[src/rtl/keypad_number_entry.sv]
// rtl/keypad_number_entry.sv - assembles a signed decimal number from scanner key strobes
module keypad_number_entry #(
    parameter int MAX_DIGITS     = 3,
    parameter int WIDTH          = 11,
    parameter int RELEASE_CYCLES = 4
) (
    input  logic                    clk_div,
    input  logic                    rst,
    input  logic [3:0]              num,
    input  logic [1:0]              load_num,
    output logic [WIDTH-1:0]        value_out,
    output logic                    value_valid,
    output logic [4*MAX_DIGITS-1:0] bcd_digits,
    output logic                    neg,
    output logic [1:0]              digit_count,
    output logic                    busy
);
    localparam logic [1:0] IDLE  = 2'd0;
    localparam logic [1:0] ENTRY = 2'd1;
    localparam logic [1:0] DONE  = 2'd2;

    localparam int ACC_W = WIDTH - 1;
    localparam int CNT_W = $clog2(RELEASE_CYCLES + 1);

    localparam logic [3:0] KEY_SIGN  = 4'd10;
    localparam logic [3:0] KEY_ENTER = 4'd11;
    localparam logic [3:0] KEY_CLEAR = 4'd12;

    logic [1:0]       state;
    logic [ACC_W-1:0] acc;
    logic             armed;
    logic [CNT_W-1:0] rel_cnt;
    logic             accept;
    logic [ACC_W-1:0] acc_shifted;
    logic [ACC_W-1:0] digit_ext;
    logic             digit_room;

    assign accept      = load_num[0] & armed;
    assign digit_ext   = {{(ACC_W-4){1'b0}}, num};
    assign acc_shifted = acc * ACC_W'(10) + digit_ext;
    assign digit_room  = digit_count < 2'(MAX_DIGITS);
    assign busy        = (state == ENTRY);

    // Debounce gate: one accepted key per press, re-armed after a run of idle strobe cycles
    always_ff @(posedge clk_div) begin
        if (rst) begin
            armed   <= 1'b1;
            rel_cnt <= '0;
        end else if (accept) begin
            armed   <= 1'b0;
            rel_cnt <= '0;
        end else if (load_num[0]) begin
            rel_cnt <= '0;
        end else if (rel_cnt != CNT_W'(RELEASE_CYCLES)) begin
            rel_cnt <= rel_cnt + 1'b1;
            if (rel_cnt + 1'b1 == CNT_W'(RELEASE_CYCLES)) begin
                armed <= 1'b1;
            end
        end
    end

    // Entry state machine: digit accumulation, sign, enter and clear on accepted keys
    always_ff @(posedge clk_div) begin
        if (rst) begin
            state       <= IDLE;
            acc         <= '0;
            value_out   <= '0;
            value_valid <= 1'b0;
            bcd_digits  <= '0;
            neg         <= 1'b0;
            digit_count <= 2'd0;
        end else begin
            value_valid <= 1'b0;
            if (accept) begin
                if (num <= 4'd9) begin
                    if (state != ENTRY) begin
                        bcd_digits  <= {{(4*MAX_DIGITS-4){1'b0}}, num};
                        acc         <= digit_ext;
                        digit_count <= 2'd1;
                        state       <= ENTRY;
                        if (state == DONE) begin
                            neg <= 1'b0;
                        end
                    end else if (digit_room) begin
                        bcd_digits  <= {bcd_digits[4*MAX_DIGITS-5:0], num};
                        acc         <= acc_shifted;
                        digit_count <= digit_count + 2'd1;
                    end
                end else if (num == KEY_SIGN) begin
                    if (state == DONE) begin
                        neg         <= 1'b1;
                        bcd_digits  <= '0;
                        acc         <= '0;
                        digit_count <= 2'd0;
                    end else begin
                        neg <= ~neg;
                    end
                    state <= ENTRY;
                end else if (num == KEY_ENTER) begin
                    if (state == ENTRY && digit_count != 2'd0) begin
                        value_out   <= neg ? -{1'b0, acc} : {1'b0, acc};
                        value_valid <= 1'b1;
                        state       <= DONE;
                        // a negative zero is published and displayed as plain zero
                        if (acc == '0) begin
                            neg <= 1'b0;
                        end
                    end
                end else if (num == KEY_CLEAR) begin
                    bcd_digits  <= '0;
                    neg         <= 1'b0;
                    digit_count <= 2'd0;
                    acc         <= '0;
                    state       <= IDLE;
                end
            end
        end
    end
endmodule

[config.mk]
export PLATFORM = sky130hd
export DESIGN_NAME = keypad_number_entry
export DESIGN_NICKNAME = d
export VERILOG_FILES = /design/src/rtl/keypad_number_entry.sv
export SDC_FILE = /design/constraint.sdc
export NUM_CORES = 1
export LEC_CHECK = 0
export BUFFER_PORTS_ARGS = -buffer_cell sky130_fd_sc_hd__buf_2
export CORE_ASPECT_RATIO = 0.75
export CORE_MARGIN = 4
export CORE_UTILIZATION = 39
export DETAILED_ROUTE_END_ITERATION = 8
export GPL_ROUTABILITY_DRIVEN = 0
export SETUP_SLACK_MARGIN = 0.4
export SYNTH_ARGS = -nofsm -noshare
export SYNTH_HDL_FRONTEND = slang
export SYNTH_SLANG_ARGS = --single-unit
export TNS_END_PERCENT = 20
[constraint.sdc]
create_clock -name clk_div -period 2.68 [get_ports clk_div]
set_clock_uncertainty 0.1 [all_clocks]
set_input_delay 0.268 -clock clk_div [delete_from_list [all_inputs] [get_ports clk_div]]
set_output_delay 0.268 -clock clk_div [all_outputs]
set_load 0.02 [all_outputs]
==> results.md <==
* Run status: completed
* CTS tree: yes
* RSZ-0062 raised after global routing: true
* Arrival @ worst endpoint at 2.38 ns
* Setup TNS at 0 ns
* Max Fanout on Critical Path at 3
* Post-Syn Nets at 303
* Worst setup path class: flip-flop to flip-flop
* CTS Buf Count at 5
* Min-Delay Path Class: input port to flip-flop
* Final Cycle Share at 85.8%
* DPL Wire Length at 4.00 mm
* Pre-CTS setup slack at 0.176 ns
* Final Util at 49.4%
* Die Ht at 76.5 um
* Mapped Area at 2440 sq um
* Clock root buffer master: clkbuf_8
* Ys Warns at 0
* Worst vdd ir at 0.224 mV
* DRC at 0
* Avg Inst Size Synth at 8.95 sq um
* H-tree levels at 2
* Max incr delay on CP at 0.36 ns
* Max Cap Viol at 0
* LEAKAGE at 1.30 nW
* Max stage delay cell, worst path: dfxtp_4
* Avg WL per Cell at 13.9 um
* WL final at 5.43 mm
* Commonest non-fill, non-tap cell in the layout: dfxtp_1
* DRT antenna net count at 0
* Async SR Flop Fraction at 0%
* Clock sink count at 42
* Core outline area at 5950 sq um
* Clk_lat worst skew at 0.30 ns
* Initial core utilization at 41.1%
* CP required at 2.76 ns
* Final Power at 1.37 mW
* Antenna diodes at 0
* Clock tree buffer depth at 2
* Die area at 7610 sq um
* DP Area at 2750 sq um
* Predominant post-synthesis flop cell: dfxtp_1
* WHS at 0.126 ns
* Die width at 99.4 um
* Mapped Cells at 273
* Initial antenna violation count at 0
* Fill cells at 582
* Placed cells at 379
* Relative slew margins at 51.2%
* CP top delay family: adder cells
* Vias per cell at 5.26
* Vias at 2,050
* Fin worst setup slack at 0.379 ns
* DRT iter0 DRCs at 74
* Reg clk slew, reported paths at 0.09 ns
* First-pass GRT wire length at 9.16 mm
* Post-CTS Hold Buffers at 0
* CP Buf/Inv Count at 0
* Number of global-route vias before repair at 1,909
* Seq cells post-synth at 42
* Final instance area at 2940 sq um
* Number of synthesized flops with an enable pin at 0
* PD cells at 467 nW/um^2
* I/O pins at 36
* Layout cells sized above 1 at 22.8%
* Area Overhead vs Synth at 20.2%
* Library cells used by synthesis at 52
* Hold Fails Final Rpt at 0
* Worst setup SP type: flip-flop
* Total track usage at 14.6%
* Endpoints failing setup at 0
* Final Non-Filler Cells at 390
* Total congestion overflow at 0
* Most frequent CP cell: ha_4
* Worst path cell trace: ha_4 > ha_4 > fa_2 > a211o_1 > a32oi_1 > nor4bb_4 > nand2b_1 > o311ai_1
* Pre-Repair DR Iteration Count at 4
* Final Critical Period at 2.30 ns
* Most frequent cells in the layout: dfxtp_1, buf_2, nor2_1
* Worst-Margin Slew at 0.732 ns
* Row count at 24
* Fin. max-slew vios at 0
* Crit. End Element: flip-flop
* F_max at 435 MHz
* Sequential-to-total area share from yosys stat at 34.4%
* IO Port Bufs at 34
* Final nets at 341
* Pin count of the biggest net entering global routing at 41
[flip-flops by register name, indices dropped and copies added, names as in the netlist]
register / count
acc: 9
value_out: 11
armed: 1
rel_cnt: 3
bcd_digits: 12
state: 2
neg: 1
value_valid: 1
digit_count: 2
[per-layer routing]
metal	up-vias	global-route usage [%]	share of wire (%)
li1	1066	-	-
met1	949	20.8	53
met2	28	21.9	43
met3	7	3.93	4.0
met4	0	3.27	0.88
met5	-	0	0
[report_power, final]
group | total, mW | switching, mW | internal (mW)
sequential | 0.644 | 0.0105 | 0.633
combinational | 0.158 | 0.0967 | 0.0617
clock | 0.569 | 0.233 | 0.336
[layout make-up]
class | instances | area [sq um] | area share (%)
multi-input combinational | 209 | 1580 | 53.7
clock inverter | 2 | 38.8 | 1.32
inverter | 9 | 33.8 | 1.15
tap | 78 | 97.6 | 3.32
clock buffer | 6 | 93.8 | 3.20
sequential | 42 | 850 | 28.9
timing repair buffer | 44 | 245 | 8.35
[cells by family after synthesis]
| kind of cell | Yosys count | synth area share, % |
|---|---|---|
| fa+ha+maj | 22 | 11.9 |
| buf+inv | 22 | 3.84 |
| flops | 42 | 34.4 |
| compound gates | 66 | 19.3 |
| simple gates | 95 | 20.2 |
| xor+xnor | 18 | 7.02 |
| mux | 8 | 3.33 |
[final timing paths]
check	from	cells after the start	to	slack, ns
worst max-delay path	acc[1]$_SDFFE_PP0P_	8	acc[9]$_SDFFE_PP0P_	0.38
worst min-delay path	load_num[0]	2	rel_cnt[0]$_SDFFE_PP0N_	0.13
worst min register to register	bcd_digits[1]$_SDFFE_PP0P_	2	bcd_digits[1]$_SDFFE_PP0P_	0.37
worst max register to register	acc[1]$_SDFFE_PP0P_	8	acc[9]$_SDFFE_PP0P_	0.38
[cells in the mapped netlist, types with 3 or more instances]
cell type / count / area share, %
a211o_1: 5 / 1.8
a211oi_1: 8 / 2.5
a21o_1: 4 / 1.2
a21oi_1: 14 / 2.9
a22oi_1: 12 / 3.7
buf_2: 6 / 1.2
clkbuf_1: 6 / 0.92
dfxtp_1: 42 / 34
ha_1: 20 / 10
inv_1: 8 / 1.2
mux2i_1: 7 / 2.9
nand2_1: 21 / 3.2
nand2b_1: 5 / 1.3
nand3_1: 6 / 1.2
nor2_1: 31 / 4.8
nor3_1: 5 / 1.0
nor3b_1: 3 / 0.92
nor4_1: 3 / 0.77
o21a_1: 3 / 0.92
o21ai_0: 3 / 0.61
o21ai_1: 3 / 0.61
or3b_1: 4 / 1.4
xnor2_1: 9 / 3.2
xor2_1: 8 / 2.9
[worst register-to-register path, delay by kind of cell (launching register included)]
family	cells	cell delay, ns
adders and majority gates	3	0.76
AOI/OAI and AO/OA	3	0.59
DFF	1	0.36
and+or+nand+nor	2	0.38
[repair_timing]
item | 4_1_cts | 5_1_grt
setup buffers | 3 | 0
endpoints found under the setup margin | 3 | 3
pin swaps | 5 | 3
gates resized for setup | 7 | 1
Power figures use the tool's default switching activity.
